--- config.mk ---
export PLATFORM = sky130hd
export DESIGN_NAME = product_accumulator_flat
export DESIGN_NICKNAME = d
export VERILOG_FILES = /design/src/rtl/product_accumulator_pkg.sv /design/src/rtl/product_accumulator_if.sv /design/src/rtl/product_accumulator_acc_sat_add.sv /design/src/rtl/product_accumulator.sv /design/src/flat_wrapper.sv
export SDC_FILE = /design/constraint.sdc
export NUM_CORES = 1
export LEC_CHECK = 0
export ABC_AREA = 0
export CORE_MARGIN = 8
export CORE_UTILIZATION = 49
export CTS_CLUSTER_SIZE = 28
export DETAILED_ROUTE_END_ITERATION = 10
export GPL_ROUTABILITY_DRIVEN = 0
export PLACE_DENSITY = 0.72
export SYNTH_ARGS = -nofsm -noshare
export SYNTH_HDL_FRONTEND = slang
export SYNTH_SLANG_ARGS = --single-unit
--- constraint.sdc ---
create_clock -name clk -period 2.4 [get_ports clk]
set_input_delay 0.48 -clock clk [delete_from_list [all_inputs] [get_ports clk]]
set_output_delay 0.48 -clock clk [all_outputs]
set_load 0.05 [all_outputs]
--- src/rtl/product_accumulator_pkg.sv ---
// Shared constants and clamp-limit helpers for the product accumulator slice.
// Latency: n/a (compile-time only).
// Backpressure: n/a.
//
// Contents: default product/accumulator widths and the signed min/max values
// that an ACC_W-bit accumulator saturates to.
package product_accumulator_pkg;

  localparam int PROD_W_DEF = 8;
  localparam int ACC_W_DEF  = 12;

  // Largest positive value representable in acc_w signed bits.
  function automatic longint sat_max(input int acc_w);
    return (longint'(1) << (acc_w - 1)) - 1;
  endfunction

  // Most negative value representable in acc_w signed bits.
  function automatic longint sat_min(input int acc_w);
    return -(longint'(1) << (acc_w - 1));
  endfunction

endpackage

--- src/rtl/product_accumulator_if.sv ---
// Product-in / frame-sum-out handshake bundle for the product accumulator.
// Latency: n/a (wires only).
// Backpressure: valid/ready on both the product side and the sum side.
//
// Signals:
//   in_valid / in_ready / in_product : product stream from the multiplier
//   out_valid / out_ready            : frame result handshake
//   out_sum / out_ovf                : signed frame sum and overflow flag
// Modports: slave = accumulator side, master = producer/consumer side.
interface product_accumulator_if
  import product_accumulator_pkg::*;
#(
  parameter int PROD_W = PROD_W_DEF,
  parameter int ACC_W  = ACC_W_DEF
);

  logic                     in_valid;
  logic                     in_ready;
  logic signed [PROD_W-1:0] in_product;
  logic                     out_valid;
  logic                     out_ready;
  logic signed [ACC_W-1:0]  out_sum;
  logic                     out_ovf;

  modport slave (
    input  in_valid, in_product, out_ready,
    output in_ready, out_valid, out_sum, out_ovf
  );

  modport master (
    output in_valid, in_product, out_ready,
    input  in_ready, out_valid, out_sum, out_ovf
  );

endinterface

--- src/rtl/product_accumulator_acc_sat_add.sv ---
// Adds a sign-extended product to the running accumulator, clamping or wrapping on overflow.
// Latency: combinational.
// Backpressure: none (pure function of its inputs).
//
// Ports:
//   acc  in  ACC_W   current signed accumulator
//   prod in  PROD_W  signed product
//   sum  out ACC_W   clamped (SATURATE=1) or wrapped (SATURATE=0) sum
//   ovf  out 1       true sum did not fit in ACC_W bits
module product_accumulator_acc_sat_add
  import product_accumulator_pkg::*;
#(
  parameter int PROD_W   = PROD_W_DEF,
  parameter int ACC_W    = ACC_W_DEF,
  parameter int SATURATE = 1
) (
  input  logic signed [ACC_W-1:0]  acc,
  input  logic signed [PROD_W-1:0] prod,
  output logic signed [ACC_W-1:0]  sum,
  output logic                     ovf
);

  localparam int EXT_W = ACC_W + 1 - PROD_W;
  localparam logic signed [ACC_W-1:0] SUM_MAX = ACC_W'(sat_max(ACC_W));
  localparam logic signed [ACC_W-1:0] SUM_MIN = ACC_W'(sat_min(ACC_W));

  // One guard bit is always enough to hold the exact sum of an ACC_W-bit and
  // an ACC_W-or-narrower operand, so wide[ACC_W] is the true sign.
  logic [ACC_W:0] wide;

  assign wide = {acc[ACC_W-1], acc} + {{EXT_W{prod[PROD_W-1]}}, prod};

  // Guard bit disagreeing with the ACC_W-bit sign bit means it did not fit.
  assign ovf = wide[ACC_W] ^ wide[ACC_W-1];

  always_comb begin
    sum = wide[ACC_W-1:0];
    if (ovf && (SATURATE != 0)) begin
      sum = wide[ACC_W] ? SUM_MIN : SUM_MAX;
    end
  end

endmodule

--- src/rtl/product_accumulator.sv ---
// Sums FRAME_LEN consecutive products into one signed frame result with overflow flag.
// Latency: result is valid the cycle after the frame's last product is accepted.
// Backpressure: a held result stalls only the product that would complete the next frame.
//
// Ports:
//   clk    in   clock, rising edge
//   rst_n  in   asynchronous active-low reset
//   clear  in   synchronous flush of the in-progress frame (held result untouched)
//   bus    slave modport of product_accumulator_if (product in, frame sum out)
module product_accumulator
  import product_accumulator_pkg::*;
#(
  parameter int PROD_W    = PROD_W_DEF,
  parameter int ACC_W     = ACC_W_DEF,
  parameter int FRAME_LEN = 4,
  parameter int SATURATE  = 1
) (
  input  logic                   clk,
  input  logic                   rst_n,
  input  logic                   clear,
  product_accumulator_if.slave   bus
);

  localparam int CNT_W = $clog2(FRAME_LEN);
  localparam logic [CNT_W-1:0] LAST_CNT = CNT_W'(FRAME_LEN - 1);

  logic signed [ACC_W-1:0] acc;
  logic [CNT_W-1:0]        count;
  logic                    ovf_sticky;
  logic                    out_valid_q;
  logic signed [ACC_W-1:0] out_sum_q;
  logic                    out_ovf_q;

  logic                    last_term;
  logic                    in_ready;
  logic                    accept;
  logic signed [ACC_W-1:0] add_sum;
  logic                    add_ovf;

  product_accumulator_acc_sat_add #(
    .PROD_W   (PROD_W),
    .ACC_W    (ACC_W),
    .SATURATE (SATURATE)
  ) u_add (
    .acc  (acc),
    .prod (bus.in_product),
    .sum  (add_sum),
    .ovf  (add_ovf)
  );

  assign last_term = (count == LAST_CNT);

  // Only the frame-completing term has to wait for the output register to
  // drain; earlier terms land in acc and never touch the held result.
  assign in_ready = !clear && !(out_valid_q && !bus.out_ready && last_term);
  assign accept   = bus.in_valid && in_ready;

  always_ff @(posedge clk or negedge rst_n) begin
    if (!rst_n) begin
      acc         <= '0;
      count       <= '0;
      ovf_sticky  <= 1'b0;
      out_valid_q <= 1'b0;
      out_sum_q   <= '0;
      out_ovf_q   <= 1'b0;
    end else begin
      // Frame state
      if (clear || (accept && last_term)) begin
        acc        <= '0;
        count      <= '0;
        ovf_sticky <= 1'b0;
      end else if (accept) begin
        acc        <= add_sum;
        count      <= count + CNT_W'(1);
        ovf_sticky <= ovf_sticky | add_ovf;
      end

      // Output register: a completing frame reloads it even while the old
      // result is being consumed, so back-to-back frames have no bubble.
      if (accept && last_term) begin
        out_valid_q <= 1'b1;
        out_sum_q   <= add_sum;
        out_ovf_q   <= ovf_sticky | add_ovf;
      end else if (bus.out_ready) begin
        out_valid_q <= 1'b0;
      end
    end
  end

  assign bus.in_ready  = in_ready;
  assign bus.out_valid = out_valid_q;
  assign bus.out_sum   = out_sum_q;
  assign bus.out_ovf   = out_ovf_q;

endmodule

--- src/flat_wrapper.sv ---
// flat-port wrapper written by rule: the top's interface ports become plain ports
module product_accumulator_flat import product_accumulator_pkg::*;
#(
  parameter int PROD_W    = PROD_W_DEF,
  parameter int ACC_W     = ACC_W_DEF,
  parameter int FRAME_LEN = 4,
  parameter int SATURATE  = 1
)
  (clk, rst_n, clear, bus_in_valid, bus_in_product, bus_out_ready, bus_in_ready, bus_out_valid, bus_out_sum, bus_out_ovf);
  product_accumulator_if #(.PROD_W(PROD_W), .ACC_W(ACC_W)) bus_i ();
  input  logic clk;
  input  logic rst_n;
  input  logic clear;
  input wire logic [$bits(bus_i.in_valid)-1:0] bus_in_valid;
  input wire logic [$bits(bus_i.in_product)-1:0] bus_in_product;
  input wire logic [$bits(bus_i.out_ready)-1:0] bus_out_ready;
  output wire logic [$bits(bus_i.in_ready)-1:0] bus_in_ready;
  output wire logic [$bits(bus_i.out_valid)-1:0] bus_out_valid;
  output wire logic [$bits(bus_i.out_sum)-1:0] bus_out_sum;
  output wire logic [$bits(bus_i.out_ovf)-1:0] bus_out_ovf;
  assign bus_i.in_valid = bus_in_valid;
  assign bus_i.in_product = bus_in_product;
  assign bus_i.out_ready = bus_out_ready;
  assign bus_in_ready = bus_i.in_ready;
  assign bus_out_valid = bus_i.out_valid;
  assign bus_out_sum = bus_i.out_sum;
  assign bus_out_ovf = bus_i.out_ovf;
  product_accumulator #(.PROD_W(PROD_W), .ACC_W(ACC_W), .FRAME_LEN(FRAME_LEN), .SATURATE(SATURATE)) u_core (.clk(clk), .rst_n(rst_n), .clear(clear), .bus(bus_i));
endmodule
==> impl_metrics.toml <==
[run_status]
status = "finished with violations"
violations = "setup timing"

[die]
fp.dieH_um = 78.9
io_pins = 28
start_util_pct = 49.5
die_w_um = 78.9
coreArea_mm2 = 0.00391
fp.dieArea_mm2 = 0.00622
fp-row-count = 23

[global_routing]
grt_pass1_vias = 1981
gr-usage-met3_pct = 5.42
grt_max_degree = 30
track_usage_pct = 18.2
use_met1_pct = 19.6
overflow = 0
grt.busiest_layer = "met2"
antenna_found_initial = 0
grt_pass1_wl_um = 9090
use_met2_pct = 32.8

[sta]
fmax_mhz = 383
worstMarginPinSlew_ns = 0.529
slew_viol_final = 0
period_share_pct = 109
finClkSkew_ns = 0.00446
min_period_ns = 2.61
fin_ws_ns = -0.214
setup_viol = 26
maxSlewHeadroom_pct = 64.6
tns_ns = -3.31
rsz0062_at_grt = "true"
finalHoldViolCount = 0
whs_ns = 0.484

[detailed_routing]
routedWlPerCell_um = 17.4
drt_first_pass_iters = 4
ant_nets = 0
vias_per_cell = 5.71
drt_iter0_drc = 134
drc = 0
vias = 1873
routed_wl_um = 5710

[clock_network]
cts_buffers = 5
clk_pin_slew_worst_paths_ns = 0.06
cts-root-buf = "clkbuf_8"
insertion_delay_ns = 0.28
clock-sinks = 29
clock_path_buffers = 2
cts_tree = "yes"
cts-htree-levels = 2

[worst_setup_path]
crit_chain = "ha_4 > inv_2 > fa_2 > and2b_1 > o2111ai_2 > a311o_1 > a21boi_2 > o31a_1 > maj3_2 > a22o_1"
crit_type = "reg2reg"
end_kind = "flop"
cp-start-kind = "flop"
crit_path_max_fanout = 4
cp.buffers_inverters = 1
critical_path.top_delay_family = "compound AO/OA/AOI/OAI gates"
cp.arrival_ns = 2.77
cp_slowest_cell = "dfrtp_1"
required_ns = 2.56
critPathMaxStageDelay_ns = 0.41

[logic_synthesis]
synth.distinct_cells = 55
yosysTopAreaCell = "dfrtp_1"
ys_warn_count = 0
netlist_instances = 196
synth_area_mm2 = 0.00194
synth-async-reset-ratio_pct = 100
synth_ff_type = "dfrtp_1"
synth_edf_count = 0
yosysSeqAreaShare_pct = 37.5
yosys-top-cells-area = "dfrtp_1 37%, ha_1 8.4%, nand2_1 3.9%, xnor2_1 2.7%, a21oi_1 2.3%"
synth_nets = 223
synth_area_per_cell_um2 = 9.88
synth_top_area_share_pct = 37.5
yosys_register_bits = 29

[min_path]
min_path_type = "reg2reg"

[final_layout]
mostFrequentLayoutCell = "buf_4"
finalNetCount = 304
drive_gt1_share_pct = 37.8
layout_common_cells = "52 x buf_4, 29 x dfrtp_1, 21 x clkdlybuf4s50_1"
area_growth_pct = 52.2
nFillCells = 267
layout.cells.non_filler = 328
diodes = 0
multi_input_comb_area_mm2 = 0.00134
post-route-util_pct = 75.3
seq_area_um2 = 726
finalInstanceArea_mm2 = 0.00295

[place]
place_inst = 316
numPortBuffers = 27
postPlaceCellArea_mm2 = 0.00265
post-dp-hpwl_um = 4060

[power]
p_per_area_mw_per_mm2 = 1210
vdd_drop_max_uv = 726
leakage_nw = 1.36

[job]
cap_violations = 0
[path summary, 6_finish.rpt]
check,depth (start not counted),to,slack [ns],startpoint
setup / recovery,10,u_core.acc[4]$_DFFE_PN0P_,-0.21,u_core.acc[0]$_DFFE_PN0P_
max in group asynchronous,2,u_core.bus.out_valid$_DFFE_PN0P_,1.55,rst_n
hold / removal,1,u_core.bus.out_sum[5]$_DFFE_PN0P_,0.48,u_core.bus.out_sum[5]$_DFFE_PN0P_
setup reg to reg,10,u_core.acc[4]$_DFFE_PN0P_,-0.21,u_core.acc[0]$_DFFE_PN0P_
min in group asynchronous,2,u_core.acc[0]$_DFFE_PN0P_,0.59,rst_n
hold reg to reg,1,u_core.bus.out_sum[5]$_DFFE_PN0P_,0.48,u_core.bus.out_sum[5]$_DFFE_PN0P_
[routing by layer]
layer / wire, um / vias up
met5: 0 / -
met4: 208 / 0
met3: 260 / 20
met2: 3060 / 48
met1: 2180 / 907
li1: - / 898
[logic make-up after synthesis]
family / after synthesis / synth area share [%]
multiplexers: 4 / 2.84
adder cells (fa/ha/maj): 15 / 10.0
AND/OR/NAND/NOR: 59 / 15.1
buffers and inverters: 15 / 3.68
flip-flops: 29 / 37.5
XOR/XNOR: 10 / 4.52
AO/OA/AOI/OAI: 64 / 26.4
[Yosys cell counts (all sizes together) (2+ instances only)]
cell / count
nand3: 6
xnor2: 6
o21ai: 11
a21o: 6
mux2i: 2
a221oi: 2
a211oi: 2
a22o: 4
o311ai: 6
a21oi: 11
buf: 2
dfrtp: 29
a211o: 4
and2: 2
nand2: 21
nand2b: 4
mux2: 2
xor2: 4
nor2b: 3
o211ai: 3
ha: 13
nor3: 4
a31o: 2
a221o: 4
clkbuf: 5
nor2: 10
inv: 8
and3: 3
a311o: 2
[registers in the layout, indices dropped and copies added (netlist names)]
signal / flops
u_core.bus.out_ovf: 1
u_core.bus.out_valid: 1
u_core.count: 2
u_core.acc: 12
u_core.ovf_sticky: 1
u_core.bus.out_sum: 12
[layout make-up]
| cell class | count | share of cell area (%) |
|---|---|---|
| multi-input cells | 153 | 45.5 |
| repair buffers | 80 | 23.3 |
| clock inverters | 1 | 0.170 |
| well taps | 50 | 2.12 |
| clock buffers | 7 | 3.27 |
| inverters | 8 | 1.02 |
| flip-flops and latches | 29 | 24.6 |
[timing repair]
item | 4_1_cts | 5_1_grt
cloned | 1 | 0
hold buffers | 0 | 0
gates resized for setup | 24 | 10
pin swaps | 22 | 7
buffers inserted | 1 | 2
endpoints found under the setup margin | 26 | 26
endpoints found under the hold margin | 0 | 0
[stage by stage]
step / power (mW) / worst slack (ns)
after floorplan: 2.01 / -0.148
after global placement: 2.78 / -0.758
after detailed placement: 2.85 / -0.799
after CTS: 3.43 / -0.218
after global routing: 3.77 / -0.312
final: 3.56 / -0.214
[where the power goes]
part,internal [mW],switching [mW],total (mW)
clock,0.259,0.180,0.439
sequential,0.651,0.124,0.775
combinational,1.12,1.22,2.34
[worst register-to-register path, stage by stage, from the launching register on]
cell and delay, ns:
dfrtp_1 0.41, ha_4 0.17, inv_2 0.05, fa_2 0.19
and2b_1 0.20, o2111ai_2 0.18, a311o_1 0.32, a21boi_2 0.11
o31a_1 0.34, maj3_2 0.33, a22o_1 0.20
(Power assumes the default switching activity.)
